<file path="config.mk">
export PLATFORM = sky130hd
export DESIGN_NAME = ibuffer_warp_queue_flat
export DESIGN_NICKNAME = d
export VERILOG_FILES = /design/src/rtl/ibuffer_warp_queue_if.sv /design/src/rtl/ibuffer_warp_queue.sv /design/src/flat_wrapper.sv
export SDC_FILE = /design/constraint.sdc
export NUM_CORES = 1
export LEC_CHECK = 0
export CORE_ASPECT_RATIO = 1.75
export CORE_MARGIN = 10
export CORE_UTILIZATION = 59
export CTS_CLUSTER_SIZE = 14
export DETAILED_ROUTE_END_ITERATION = 12
export PLACE_DENSITY = 0.87
export SLEW_MARGIN = 20
export SYNTH_ARGS = -nofsm -noshare
export SYNTH_HDL_FRONTEND = slang
export SYNTH_SLANG_ARGS = --single-unit
</file>
<file path="constraint.sdc">
create_clock -name clk -period 12.5 [get_ports clk]
set_input_delay 1.875 -clock clk [delete_from_list [all_inputs] [get_ports clk]]
set_output_delay 1.875 -clock clk [all_outputs]
set_load 0.05 [all_outputs]
</file>
<file path="src/rtl/ibuffer_warp_queue_if.sv">
// Bundle of the decoder-deposit, issue-unit and MEM-feedback signals of one warp's
// instruction buffer; slave is the buffer, master is whoever drives it.
interface ibuffer_warp_queue_if #(
  parameter int IW          = 64,
  parameter int NUM_THREADS = 8,
  parameter int CW          = 3
);
  logic                   valid_id0;
  logic [IW-1:0]          payload_id0;
  logic                   mem_id0;
  logic                   valid_id1;
  logic [IW-1:0]          payload_id1;
  logic                   mem_id1;
  logic [NUM_THREADS-1:0] am_simt;
  logic                   req_if;
  logic                   drop_simt;
  logic                   req_iu;
  logic                   grt_iu;
  logic [IW-1:0]          head_payload;
  logic [NUM_THREADS-1:0] head_am;
  logic                   head_first;
  logic                   head_mem;
  logic                   pos_fb_valid;
  logic [NUM_THREADS-1:0] pos_fb;
  logic                   zero_fb_valid;
  logic                   replay_complete;
  logic [CW-1:0]          count;
  logic                   overflow;

  modport master (
    output valid_id0, payload_id0, mem_id0, valid_id1, payload_id1, mem_id1,
           am_simt, drop_simt, grt_iu, pos_fb_valid, pos_fb, zero_fb_valid,
    input  req_if, req_iu, head_payload, head_am, head_first, head_mem,
           replay_complete, count, overflow
  );

  modport slave (
    input  valid_id0, payload_id0, mem_id0, valid_id1, payload_id1, mem_id1,
           am_simt, drop_simt, grt_iu, pos_fb_valid, pos_fb, zero_fb_valid,
    output req_if, req_iu, head_payload, head_am, head_first, head_mem,
           replay_complete, count, overflow
  );
endinterface

</file>
<file path="src/rtl/ibuffer_warp_queue.sv">
// Per-warp circular instruction buffer: dual-slot deposit, head issue, memory-replay
// tracking of LW/SW heads until every active thread is served, and SIMT-drop flush.
module ibuffer_warp_queue #(
  parameter int DEPTH       = 4,
  parameter int IW          = 64,
  parameter int NUM_THREADS = 8,
  parameter int CW          = $clog2(DEPTH + 1)
) (
  input logic                clk,
  input logic                rst,
  ibuffer_warp_queue_if.slave bus
);
  localparam int AW = $clog2(DEPTH);

  typedef enum logic [1:0] {IDLE, WAIT_FB, REPLAY} head_state_t;

  head_state_t state, state_next;

  logic [IW-1:0]          payload_mem [DEPTH];
  logic [NUM_THREADS-1:0] am_mem      [DEPTH];
  logic [DEPTH-1:0]       mem_flag;

  logic [AW-1:0] rd_ptr, wr_ptr, rd_ptr_next, wr_ptr_next;
  logic [CW-1:0] count_q, count_next, count_post_pop, free_post;
  logic          overflow_q, overflow_now, replay_q;
  logic          nonempty, head_is_mem, issue_fire, pop_issue, pop_retire, pop;
  logic          head_kept, acc0, acc1;
  logic [NUM_THREADS-1:0] head_rem, rem_after_pos;

  always_comb begin
    nonempty       = (count_q != '0);
    head_is_mem    = mem_flag[rd_ptr];
    head_rem       = am_mem[rd_ptr];
    rem_after_pos  = head_rem & ~bus.pos_fb;
    issue_fire     = nonempty && (state != WAIT_FB) && bus.grt_iu;
    pop_issue      = issue_fire && !head_is_mem;
    pop_retire     = (state == WAIT_FB) && bus.pos_fb_valid && (rem_after_pos == '0);
    pop            = pop_issue || pop_retire;
    count_post_pop = count_q - CW'(pop);
    free_post      = CW'(DEPTH) - count_post_pop;
    acc0           = bus.valid_id0 && !bus.drop_simt && (free_post >= CW'(1));
    acc1           = bus.valid_id0 && bus.valid_id1 && !bus.drop_simt && (free_post >= CW'(2));
    overflow_now   = bus.valid_id0 && !bus.drop_simt && (!acc0 || (bus.valid_id1 && !acc1));
  end

  // Positive feedback is applied before zero feedback, so a full retire wins over replay.
  always_comb begin
    state_next = state;
    unique case (state)
      IDLE:    if (issue_fire && head_is_mem) state_next = WAIT_FB;
      WAIT_FB: if (pop_retire) state_next = IDLE;
               else if (bus.zero_fb_valid) state_next = REPLAY;
      REPLAY:  if (issue_fire) state_next = WAIT_FB;
      default: state_next = IDLE;
    endcase
  end

  // A drop keeps only an in-flight memory head, including one issued on this very edge.
  always_comb begin
    head_kept   = (state_next != IDLE);
    rd_ptr_next = rd_ptr + AW'(pop);
    if (bus.drop_simt) begin
      count_next  = CW'(head_kept);
      wr_ptr_next = rd_ptr_next + AW'(head_kept);
    end else begin
      count_next  = count_post_pop + CW'(acc0) + CW'(acc1);
      wr_ptr_next = wr_ptr + AW'(acc0) + AW'(acc1);
    end
  end

  always_ff @(posedge clk or posedge rst) begin
    if (rst) begin
      state      <= IDLE;
      rd_ptr     <= '0;
      wr_ptr     <= '0;
      count_q    <= '0;
      overflow_q <= 1'b0;
      replay_q   <= 1'b0;
    end else begin
      state      <= state_next;
      rd_ptr     <= rd_ptr_next;
      wr_ptr     <= wr_ptr_next;
      count_q    <= count_next;
      overflow_q <= overflow_q || overflow_now;
      replay_q   <= pop_retire;
    end
  end

  // Storage is left unreset; deposits only ever target free slots, never the live head.
  always_ff @(posedge clk) begin
    if (state == WAIT_FB && bus.pos_fb_valid && !pop_retire)
      am_mem[rd_ptr] <= rem_after_pos;
    if (acc0) begin
      payload_mem[wr_ptr] <= bus.payload_id0;
      am_mem[wr_ptr]      <= bus.am_simt;
      mem_flag[wr_ptr]    <= bus.mem_id0;
    end
    if (acc1) begin
      payload_mem[wr_ptr + AW'(1)] <= bus.payload_id1;
      am_mem[wr_ptr + AW'(1)]      <= bus.am_simt;
      mem_flag[wr_ptr + AW'(1)]    <= bus.mem_id1;
    end
  end

  always_comb begin
    bus.req_if          = (free_post >= CW'(2));
    bus.req_iu          = nonempty && (state != WAIT_FB);
    bus.head_first      = nonempty && (state == IDLE);
    bus.head_payload    = payload_mem[rd_ptr];
    bus.head_am         = nonempty ? head_rem : '0;
    bus.head_mem        = nonempty && head_is_mem;
    bus.replay_complete = replay_q;
    bus.count           = count_q;
    bus.overflow        = overflow_q;
  end
endmodule

</file>
<file path="src/flat_wrapper.sv">
// flat-port wrapper written by rule: the top's interface ports become plain ports
module ibuffer_warp_queue_flat 
#(
  parameter int DEPTH       = 4,
  parameter int IW          = 64,
  parameter int NUM_THREADS = 8,
  parameter int CW          = $clog2(DEPTH + 1)
)
  (clk, rst, bus_valid_id0, bus_payload_id0, bus_mem_id0, bus_valid_id1, bus_payload_id1, bus_mem_id1, bus_am_simt, bus_drop_simt, bus_grt_iu, bus_pos_fb_valid, bus_pos_fb, bus_zero_fb_valid, bus_req_if, bus_req_iu, bus_head_payload, bus_head_am, bus_head_first, bus_head_mem, bus_replay_complete, bus_count, bus_overflow);
  ibuffer_warp_queue_if #(.IW(IW), .NUM_THREADS(NUM_THREADS), .CW(CW)) bus_i ();
  input logic clk;
  input logic rst;
  input wire logic [$bits(bus_i.valid_id0)-1:0] bus_valid_id0;
  input wire logic [$bits(bus_i.payload_id0)-1:0] bus_payload_id0;
  input wire logic [$bits(bus_i.mem_id0)-1:0] bus_mem_id0;
  input wire logic [$bits(bus_i.valid_id1)-1:0] bus_valid_id1;
  input wire logic [$bits(bus_i.payload_id1)-1:0] bus_payload_id1;
  input wire logic [$bits(bus_i.mem_id1)-1:0] bus_mem_id1;
  input wire logic [$bits(bus_i.am_simt)-1:0] bus_am_simt;
  input wire logic [$bits(bus_i.drop_simt)-1:0] bus_drop_simt;
  input wire logic [$bits(bus_i.grt_iu)-1:0] bus_grt_iu;
  input wire logic [$bits(bus_i.pos_fb_valid)-1:0] bus_pos_fb_valid;
  input wire logic [$bits(bus_i.pos_fb)-1:0] bus_pos_fb;
  input wire logic [$bits(bus_i.zero_fb_valid)-1:0] bus_zero_fb_valid;
  output wire logic [$bits(bus_i.req_if)-1:0] bus_req_if;
  output wire logic [$bits(bus_i.req_iu)-1:0] bus_req_iu;
  output wire logic [$bits(bus_i.head_payload)-1:0] bus_head_payload;
  output wire logic [$bits(bus_i.head_am)-1:0] bus_head_am;
  output wire logic [$bits(bus_i.head_first)-1:0] bus_head_first;
  output wire logic [$bits(bus_i.head_mem)-1:0] bus_head_mem;
  output wire logic [$bits(bus_i.replay_complete)-1:0] bus_replay_complete;
  output wire logic [$bits(bus_i.count)-1:0] bus_count;
  output wire logic [$bits(bus_i.overflow)-1:0] bus_overflow;
  assign bus_i.valid_id0 = bus_valid_id0;
  assign bus_i.payload_id0 = bus_payload_id0;
  assign bus_i.mem_id0 = bus_mem_id0;
  assign bus_i.valid_id1 = bus_valid_id1;
  assign bus_i.payload_id1 = bus_payload_id1;
  assign bus_i.mem_id1 = bus_mem_id1;
  assign bus_i.am_simt = bus_am_simt;
  assign bus_i.drop_simt = bus_drop_simt;
  assign bus_i.grt_iu = bus_grt_iu;
  assign bus_i.pos_fb_valid = bus_pos_fb_valid;
  assign bus_i.pos_fb = bus_pos_fb;
  assign bus_i.zero_fb_valid = bus_zero_fb_valid;
  assign bus_req_if = bus_i.req_if;
  assign bus_req_iu = bus_i.req_iu;
  assign bus_head_payload = bus_i.head_payload;
  assign bus_head_am = bus_i.head_am;
  assign bus_head_first = bus_i.head_first;
  assign bus_head_mem = bus_i.head_mem;
  assign bus_replay_complete = bus_i.replay_complete;
  assign bus_count = bus_i.count;
  assign bus_overflow = bus_i.overflow;
  ibuffer_warp_queue #(.DEPTH(DEPTH), .IW(IW), .NUM_THREADS(NUM_THREADS), .CW(CW)) u_core (.clk(clk), .rst(rst), .bus(bus_i));
endmodule
</file>
# == Word-level counts from Yosys, hierarchy flattened ==
# Memory sizes are Yosys's and may differ from the RTL's.
# Index checks and enable logic that the tools add are counted.
# classes
eq_ne,3
order_cmp,7
n_mul,0
shifts,0
add_sub_neg,9
mux,24
div,0
bitwise,2
n_reduce_logical,30
# ops
operator,count
1-bit logical AND,18
2-bit 2-to-1 mux,5
"2-bit by 3-bit < comparator with 1-bit output, second input constant",3
1-bit 2-to-1 mux,9
2-bit by 1-bit adder with 2-bit output,4
8-bit bitwise AND,1
4-bit bitwise mux,2
8-bit zero test,1
4-bit 2-to-1 mux,2
8-bit 2-to-1 mux,1
8-bit NOT,1
3-bit by 1-bit adder with 3-bit output,2
2-bit one-hot mux with 3 select lines,1
1-bit zero test,5
1-bit demux with 2-bit select,2
"2-bit by 1-bit >= comparator with 1-bit output, second input constant",2
"3-bit by 1-bit >= comparator with 1-bit output, second input constant",1
"3-bit by 2-bit >= comparator with 1-bit output, second input constant",1
1-bit logical OR,3
3-bit 2-to-1 mux,1
3-bit nonzero test,1
3-bit by 1-bit subtractor with 3-bit output,1
"3-bit subtractor, first input constant",1
"2-bit by 1-bit adder with 2-bit output, second input constant",1
other kinds (6),6
# totals
output_inout_bits,81
ramBits,288
input_bits,154
romBits,0
regBits,15
n_memories,2
wordCells,84
latch_bits,0
# memory_table
name,depth,word_bits,rd,rd_clocked_by_memory_dff,write_ports,line,text
u_core.payload_mem,4,64,1,0,2,ibuffer_warp_queue.sv:19,logic [IW-1:0] payload_mem [DEPTH];
u_core.am_mem,4,8,1,0,3,ibuffer_warp_queue.sv:20,logic [NUM_THREADS-1:0] am_mem [DEPTH];

# == Longest topological paths before layout ==
# Gate-level depths: netlist of the first run.
# logic_depth
depth_word,14
depth_mapped,19
mapped_depth_nobuf,17

# == Worst setup path before layout of the first run ==
# OpenSTA, ideal clock, no wires.
# synth_path
kind,input to output
from,in bus_pos_fb[3]
to,out bus_req_if
path_buffers,0
arrival_ns,4.386
stages,11
path_slack_ns,6.239
path_cell_list,nor2_1 > o2bb2ai_1 > or3_4 > nor4_4 > a31o_1 > ha_1 > ha_1 > inv_1 > ha_1 > nor2_1 > nand2_1
# synth_via
elab_chain_len,8
# synth_rtl
item,line,text
start: declaration,flat_wrapper.sv:23,input wire logic [$bits(bus_i.pos_fb)-1:0] bus_pos_fb;
8-bit NOT,ibuffer_warp_queue.sv:34,rem_after_pos = head_rem & ~bus.pos_fb;
8-bit bitwise AND,ibuffer_warp_queue.sv:34,
8-bit zero test,ibuffer_warp_queue.sv:37,pop_retire = (state == WAIT_FB) && bus.pos_fb_valid && (rem_after_pos == '0);
1-bit logical AND,ibuffer_warp_queue.sv:37,
1-bit logical OR,ibuffer_warp_queue.sv:38,pop = pop_issue || pop_retire;
3-bit by 1-bit subtractor with 3-bit output,ibuffer_warp_queue.sv:39,count_post_pop = count_q - CW'(pop);
3-bit subtractor,ibuffer_warp_queue.sv:40,free_post = CW'(DEPTH) - count_post_pop;
3-bit by 2-bit >= comparator with 1-bit output,ibuffer_warp_queue.sv:106,bus.req_if = (free_post >= CW'(2));
end: declaration,flat_wrapper.sv:25,output wire logic [$bits(bus_i.req_if)-1:0] bus_req_if;
# No other way between the ends.

# == Worst setup path after layout of the first run ==
# Same ends and word-level chain as after synthesis.

==> results of run 1 <==
[placed cells by master (no fill, tap or decap), types with 4 or more instances in the layout]
master,instances
o21ai_1,5
a21oi_4,4
o41ai_1,4
nor2_1,12
nor3_1,4
nand2_1,14
mux2_1,288
ha_1,7
clkbuf_1,12
a21oi_1,4
a21boi_1,4
clkbuf_16,27
nor2_2,4
clkdlybuf4s50_1,234
nor2b_1,12
inv_1,9
dfrtp_1,9
mux2i_1,6
xor2_1,4
buf_4,16
dfxtp_1,4
edfxtp_1,288
mux4_2,70
inv_2,4
[worst max-delay path, delay by kind of cell]
family | cells | cell delay (ps)
simple gates | 4 | 1130
xor+xnor | 2 | 1160
fa+ha+maj | 2 | 340
compound gates | 2 | 490
buf+inv | 2 | 1230
[final cells by class]
| cell class | count | area, sq um | area share [%] |
|---|---|---|---|
| Clock inverter | 7 | 35.03 | 0.1897 |
| Clock buffer | 40 | 734.5 | 3.976 |
| Tap cell | 316 | 395.4 | 2.140 |
| Multi-Input combinational cell | 478 | 5779 | 31.29 |
| Antenna cell | 2 | 5.005 | 0.02709 |
| Timing Repair Buffer | 250 | 2462 | 13.33 |
| Inverter | 13 | 48.80 | 0.2642 |
| Sequential cell | 303 | 9011 | 48.78 |
[state kept, by name (all words and copies together), names as in the netlist]
signal and cells:
u_core.payload_mem 256, u_core.bus.overflow 1, u_core.rd_ptr 2, u_core.wr_ptr 2, u_core.am_mem 32, u_core.state 2
u_core.bus.replay_complete 1, u_core.bus.count 3, u_core.mem_flag 4
[power by group through the flow]
stage               Combinational (mW)  Clock, mW  Sequential [mW]
finish                            2.15      0.753             1.48
global route                      2.26      0.804             1.51
CTS                               2.18      0.764             1.49
detailed placement                2.17          0             1.51
global placement                  2.15          0             1.50
floorplan                         1.47          0             1.46
[kinds of logic (layout without fill, tap and decap cells)]
group                      after synthesis  count (layout)  share of synthesized area, %
and+or+nand+nor                         63              63                         2.518
adders and majority gates                9               9                        0.8503
xor gates and xnor gates                 7               7                        0.4085
DFF                                    303             303                         59.99
muxes                                  368             368                         32.91
buffers and inverters                   61             310                         1.801
other                                    0               2                             0
AOI/OAI and AO/OA                       31              31                         1.517
[metrics by stage]
| stage | cells | setup WS [ps] | hold slack [ps] | instance area, sq um |
|---|---|---|---|---|
| after floorplan | 842 | 6239 | 483.6 | 15010 |
| after global placement | 1360 | 4609 | 455.9 | 17700 |
| after detailed placement | 1360 | 4491 | 473.2 | 17700 |
| after CTS | 1407 | 4440 | 487.4 | 18470 |
| after global routing | 1409 | 4225 | 521.1 | 18470 |
| final | 1409 | 4393 | 477.9 | 18470 |
[layer usage]
metal | vias to the layer above | wire length (um) | global-route usage, %
met5 | - | 0 | 0
met4 | 0 | 1327 | 9.488
met3 | 72 | 1818 | 3.350
met2 | 283 | 19590 | 40.45
met1 | 4389 | 13280 | 24.25
li1 | 3863 | - | -
[worst max-delay path by stage]
stage	to	depth (start not counted)
6_report	bus_req_if	12
5_1_grt	bus_req_if	12
4_1_cts	bus_req_if	12
3_5_place_dp	bus_req_if	12
3_3_place_gp	bus_req_if	12
2_1_floorplan	bus_req_if	11
==> summary.md, run 1 <==
| Metric | Value |
|---|---|
| Leading area contributor after synthesis | `edfxtp_1` |
| Layout area overhead | `23.08%` |
| GRT Overall Usage | `21.94%` |
| Worst path max stage delay | `840 ps` |
| Gpl congestion | `0.8209` |
| Int Power | `2.592 mW` |
| Peak supply drop | `0.1733 mV` |
| Mean Syn Cell Area | `17.82 sq um` |
| R2R cell count | `13` |
| Worst-margin pin slew | `1068 ps` |
| CP Capture Type | `primary output` |
| Total gr overflow | `0` |
| Buffers on Ports | `234` |
| Critical path data arrival time | `6230 ps` |
| Synth Warn # | `0` |
| Synth Instances | `842` |
| Switching Share | `40.97%` |
| Yosys top cell area share | `57.62%` |
| CTS Buf Count | `27` |
| R2r setup slk | `6220 ps` |
| Ranking of synthesized cells by area | `edfxtp_1 (58%), mux2_1 (22%), mux4_2 (11%)` |
| Vias/cell | `6.109` |
| FF+latch count, synth | `303` |
| Path category of the worst min-delay check | `reg -> reg` |
| Setup TNS | `0 ps` |
| Post-layout minimum cycle time | `8107 ps` |
| # setup viols final | `0` |
| Post-synthesis cell area | `0.01501 sq mm` |
| Worst R2R End | `u_core.payload_mem[2][14]` |
| Root Driver | `clkbuf_16` |
| Max_cap viols | `0` |
| Fillers | `1551` |
| Row count | `77` |
| IO Pins | `235` |
| Initial antenna violation count | `2` |
| Post-route DRC | `0` |
| H-Tree Depth | `1` |
| Rel. slew slack | `28.81%` |
| DRT Pass-1 Iters | `4` |
| Starting Density | `59.69%` |
| Hold Path Origin | `u_core.bus.overflow` |
| Max Fclk | `123.4 MHz` |
| Slew Limit Fails | `0` |
| Post-route ant nets | `0` |
| Switching power | `1.799 mW` |
| Asr flop ratio synth | `3.630%` |
| Vias in the first global route | `9834` |
| Clock transition at the registers of the reported paths | `60 ps` |
| Worst Skew | `8.680 ps` |
| Yosys cell types | `46` |
| CP cell instances | `clkdlybuf4s50_1, nor2_1, o2bb2ai_1, or3_4, nor4_4, a31o_1, ha_1, ha_1, xor2_1, xor2_1, nand2_1, clkdlybuf4s50_1` |
| Synthesized Nets | `1005` |
| Critical Path RT | `10620 ps` |
| Hold buffers post-CTS | `0` |
| Average wire per standard cell | `25.56 um` |
| Reg power frac | `33.8%` |
| Hold Crit Depth | `1` |
| Largest net degree at the start of global routing | `67` |
| CTS Buffer Depth | `3` |
| Die width | `140.6 um` |
| Clk pwr share | `17.2%` |
| Top FF cell, synth | `edfxtp_1` |
| Status | `finished, final reports clean` |
| Die area | `0.03247 sq mm` |
| Core Area | `0.02515 sq mm` |
| Setup Fix Bufs, Post-CTS | `0` |
| EDFF count, synth | `288` |
| DR iter-0 viols | `514` |
| First-pass GRT wire length | `55.84 mm` |
| Critical path startpoint category | `primary input` |
| Category of the most critical setup path | `in -> out` |
| Post-CTS Resized | `0` |
| Tcrit/Tclk final | `64.85%` |
| Nets | `1236` |
| Combinational Power Share | `49.0%` |
| Hold endpoint | `u_core.bus.overflow` |
| Clock Sinks | `303` |
| CP max FO | `6` |
| Leak Pwr | `6.220 nW` |
| Layout cells sized above 1 | `12.92%` |
| Reg2reg start | `u_core.rd_ptr[0]` |
| Worst path slowest cell | `xor2_1` |
| CP startpoint | `bus_pos_fb[3]` |
| Total power | `4.391 mW` |
| Die height | `231.0 um` |
| Latest clock arrival within the worst-skew pair | `540 ps` |
| DRT Wirelength | `36.02 mm` |
| CTS tree | `done` |
| Register area share after synthesis | `59.99%` |
| Post-synth top cells | `edfxtp_1 (288), mux2_1 (288), mux4_2 (70), buf_2 (27), clkbuf_1 (18)` |
| Core Util, Final | `73.46%` |
| DPL Wire Length | `23.54 mm` |
| RSZ-0062 raised after global routing | `no` |
| Pwr/cell area | `237.7 mW/mm^2` |
| Final Hold Fails | `0` |
| DR vias | `8607` |
Power figures use the tool's default switching activity.
==> inputs of run 2 (changes only) <==
--- a/config.mk
+++ b/config.mk
@@ -7,10 +7,10 @@
 export LEC_CHECK = 0
 export CORE_ASPECT_RATIO = 1.75
 export CORE_MARGIN = 10
-export CORE_UTILIZATION = 59
+export CORE_UTILIZATION = 49
 export CTS_CLUSTER_SIZE = 14
 export DETAILED_ROUTE_END_ITERATION = 12
-export PLACE_DENSITY = 0.87
+export PLACE_DENSITY = 0.78
 export SLEW_MARGIN = 20
 export SYNTH_ARGS = -nofsm -noshare
 export SYNTH_HDL_FRONTEND = slang
==> constraint.sdc (replaced) <==
create_clock -name clk -period 6.5 [get_ports clk]
set_input_delay 0.975 -clock clk [delete_from_list [all_inputs] [get_ports clk]]
set_output_delay 0.975 -clock clk [all_outputs]
set_load 0.05 [all_outputs]
==> summary.md, run 2 (synthesis gave the netlist of run 1 again) <==
| Metric | Value |
|---|---|
| Hold buffers post-CTS | `0 (unchanged)` |
| H-Tree Depth | `1 (unchanged)` |
| Total gr overflow | `0 (unchanged)` |
| Register name with the most flops | `u_core.payload_mem` |
| Worst path max stage delay | `820 ps (-20 ps)` |
| CP max FO | `30 (+24)` |
| Clock Sinks | `303 (unchanged)` |
| Setup TNS | `0 ps (unchanged)` |
| Final hold slack | `504.9 ps (+27.02 ps)` |
| Met2 Use GR | `35.98% (-4.5 points)` |
| Critical path data arrival time | `4980 ps (-1250 ps)` |
| Leak Pwr | `6.341 nW (+1.9%)` |
| Max Fclk | `168.0 MHz` |
| DR vias | `8611 (+0.046%)` |
| Hold Path Origin | `u_core.bus.overflow` |
| DR iter-0 viols | `443 (-14%)` |
| R2r setup slk | `1180 ps (-5040 ps)` |
| CTS Buf Count | `29 (+7.4%)` |
| # setup viols final | `0 (unchanged)` |
| Pwr/cell area | `463.2 mW/mm^2 (+95%)` |
| Die height | `251.5 um (+8.9%)` |
| IO Pins | `235 (unchanged)` |
| DRT Wirelength | `37.12 mm (+3.1%)` |
| Worst path slowest cell | `clkdlybuf4s50_1` |
| Tcrit/Tclk final | `91.59%` |
| Post-route ant nets | `0 (unchanged)` |
| Max_cap viols | `0 (unchanged)` |
| Commonest cells after routing, fill and taps aside | `mux2_1 (288), edfxtp_1 (288), clkdlybuf4s50_1 (234)` |
| Clock transition at the registers of the reported paths | `60 ps (about the same)` |
| Largest net degree at the start of global routing | `67 (unchanged)` |
| Starting Density | `49.76% (-9.9 points)` |
| Average wire per standard cell | `24.83 um (-2.9%)` |
| Initial antenna violation count | `8 (+6)` |
| Slew Limit Fails | `0 (unchanged)` |
| Core Util, Final | `62.56% (-11 points)` |
| GRT met3 Usage | `2.776% (-0.57 points)` |
| Post-layout minimum cycle time | `5953 ps` |
| Top Usage Layer GRT | `met2` |
| Gpl congestion | `0.8473 (+3.2%)` |
| Layout area overhead | `25.73%` |
| Die area | `0.03830 sq mm (+18%)` |
| R2R cell count | `15 (+2)` |
| Total power | `8.740 mW (+99%)` |
| Top Registers | `u_core.payload_mem (256), u_core.am_mem (32), u_core.mem_flag (4)` |
| Peak supply drop | `0.5013 mV (+190%)` |
| Critical Path RT | `5520 ps (-5100 ps)` |
| Largest register FFs | `256 (unchanged)` |
| CP Capture Type | `primary output` |
| Row count | `84 (+9.1%)` |
| Cell family with most CP delay | `buffers and inverters` |
| Die width | `152.3 um (+8.3%)` |
| Status | `finished, final reports clean` |
| CTS Buffer Depth | `3 (unchanged)` |
| Hold endpoint | `u_core.bus.overflow` |
| Post-CTS Resized | `0 (unchanged)` |
| Category of the most critical setup path | `reg -> out` |
| Final Hold Fails | `0 (unchanged)` |
| Path category of the worst min-delay check | `reg -> reg` |
| CTS tree | `done` |
| Reg2reg start | `u_core.rd_ptr[0]` |
| Buffers on Ports | `234 (unchanged)` |
| Critical path startpoint category | `flop` |
| Worst path bufs/invs | `3 (+1)` |
| DPL Wire Length | `23.51 mm (-0.11%)` |
| Layout cells sized above 1 | `14.09% (+1.2 points)` |
| Rel. slew slack | `36.59% (+7.8 points)` |
| Root Driver | `clkbuf_16` |
| Worst Skew | `14.51 ps (+5.827 ps)` |
| Setup Fix Bufs, Post-CTS | `0 (unchanged)` |
| Worst-margin pin slew | `951.1 ps (-116.8 ps)` |
| Hold Crit Depth | `1 (unchanged)` |
| DRT Pass-1 Iters | `5 (+1)` |
| Vias/cell | `5.760 (-5.7%)` |
| Met1 Track Usage GR | `20.57% (-3.7 points)` |
| First-pass GRT wire length | `57.27 mm (+2.6%)` |
| RSZ-0062 raised after global routing | `no` |
| Latest clock arrival within the worst-skew pair | `550 ps (about the same)` |
| Worst R2R End | `u_core.am_mem[0][5]` |
| GRT Overall Usage | `18.98% (-3.0 points)` |
| CP cell instances | `buf_4, nor2_1, o2bb2ai_1, or3_4, nor4_4, a31o_1, ha_1, ha_1, xor2_1, xor2_1, buf_4, nand2_1, clkdlybuf4s50_1` |
| Core Area | `0.03016 sq mm (+20%)` |
| Vias in the first global route | `9544 (-2.9%)` |
| Post-route DRC | `0 (unchanged)` |
| Nets | `1242 (+0.49%)` |
## run 2: routing by layer
metal	wire [um]	part of all wire, %	up-vias
li1	-	-	3875
met1	13770	37	4440
met2	20690	56	236
met3	1514	4.1	60
met4	1148	3.1	0
met5	0	0	-
## run 2: through the flow
stage | instance area [sq um] | setup slack (ps) | std cells
floorplan | 15010 | 1360 | 842
global placement | 17920 | 833.9 | 1435
finish | 18870 | 546.5 | 1495
CTS | 18850 | 487.8 | 1487
detailed placement | 17920 | 788.3 | 1435
global route | 18870 | 248.6 | 1495
## run 2: how the worst max path moves through the flow
stage,cells after the start,startpoint,endpoint
after detailed placement,13,bus_pos_fb[3],bus_req_if
final,13,u_core.rd_ptr[0],bus_req_if
after CTS,13,u_core.rd_ptr[0],bus_req_if
after floorplan,13,bus_pos_fb[3],u_core.payload_mem[0][0]
after global placement,13,bus_pos_fb[3],bus_req_if
after global routing,13,u_core.rd_ptr[0],bus_req_if
## run 2: layout make-up
type                       instances  area, sq um
sequential                       303         9011
antenna                            8        20.02
multi-input combinational        478         5779
inverter                          13        48.80
fill                            2200        11290
tap                              387        484.2
timing repair buffer             254         2592
clock buffer                      35        748.2
clock inverter                    17        185.2
## run 2: worst reg2reg max path: cells and delay by family, from the launching register on
kind	cells	cell delay [ps]
flops	1	550
simple gates	5	2000
fa+ha+maj	3	660
buf+inv	3	880
compound gates	3	680
mux	1	320
## run 2: power by group
group	total, mW	internal (mW)	switching, mW
clock network	1.69	0.975	0.717
logic	4.22	1.60	2.62
registers	2.83	2.66	0.168
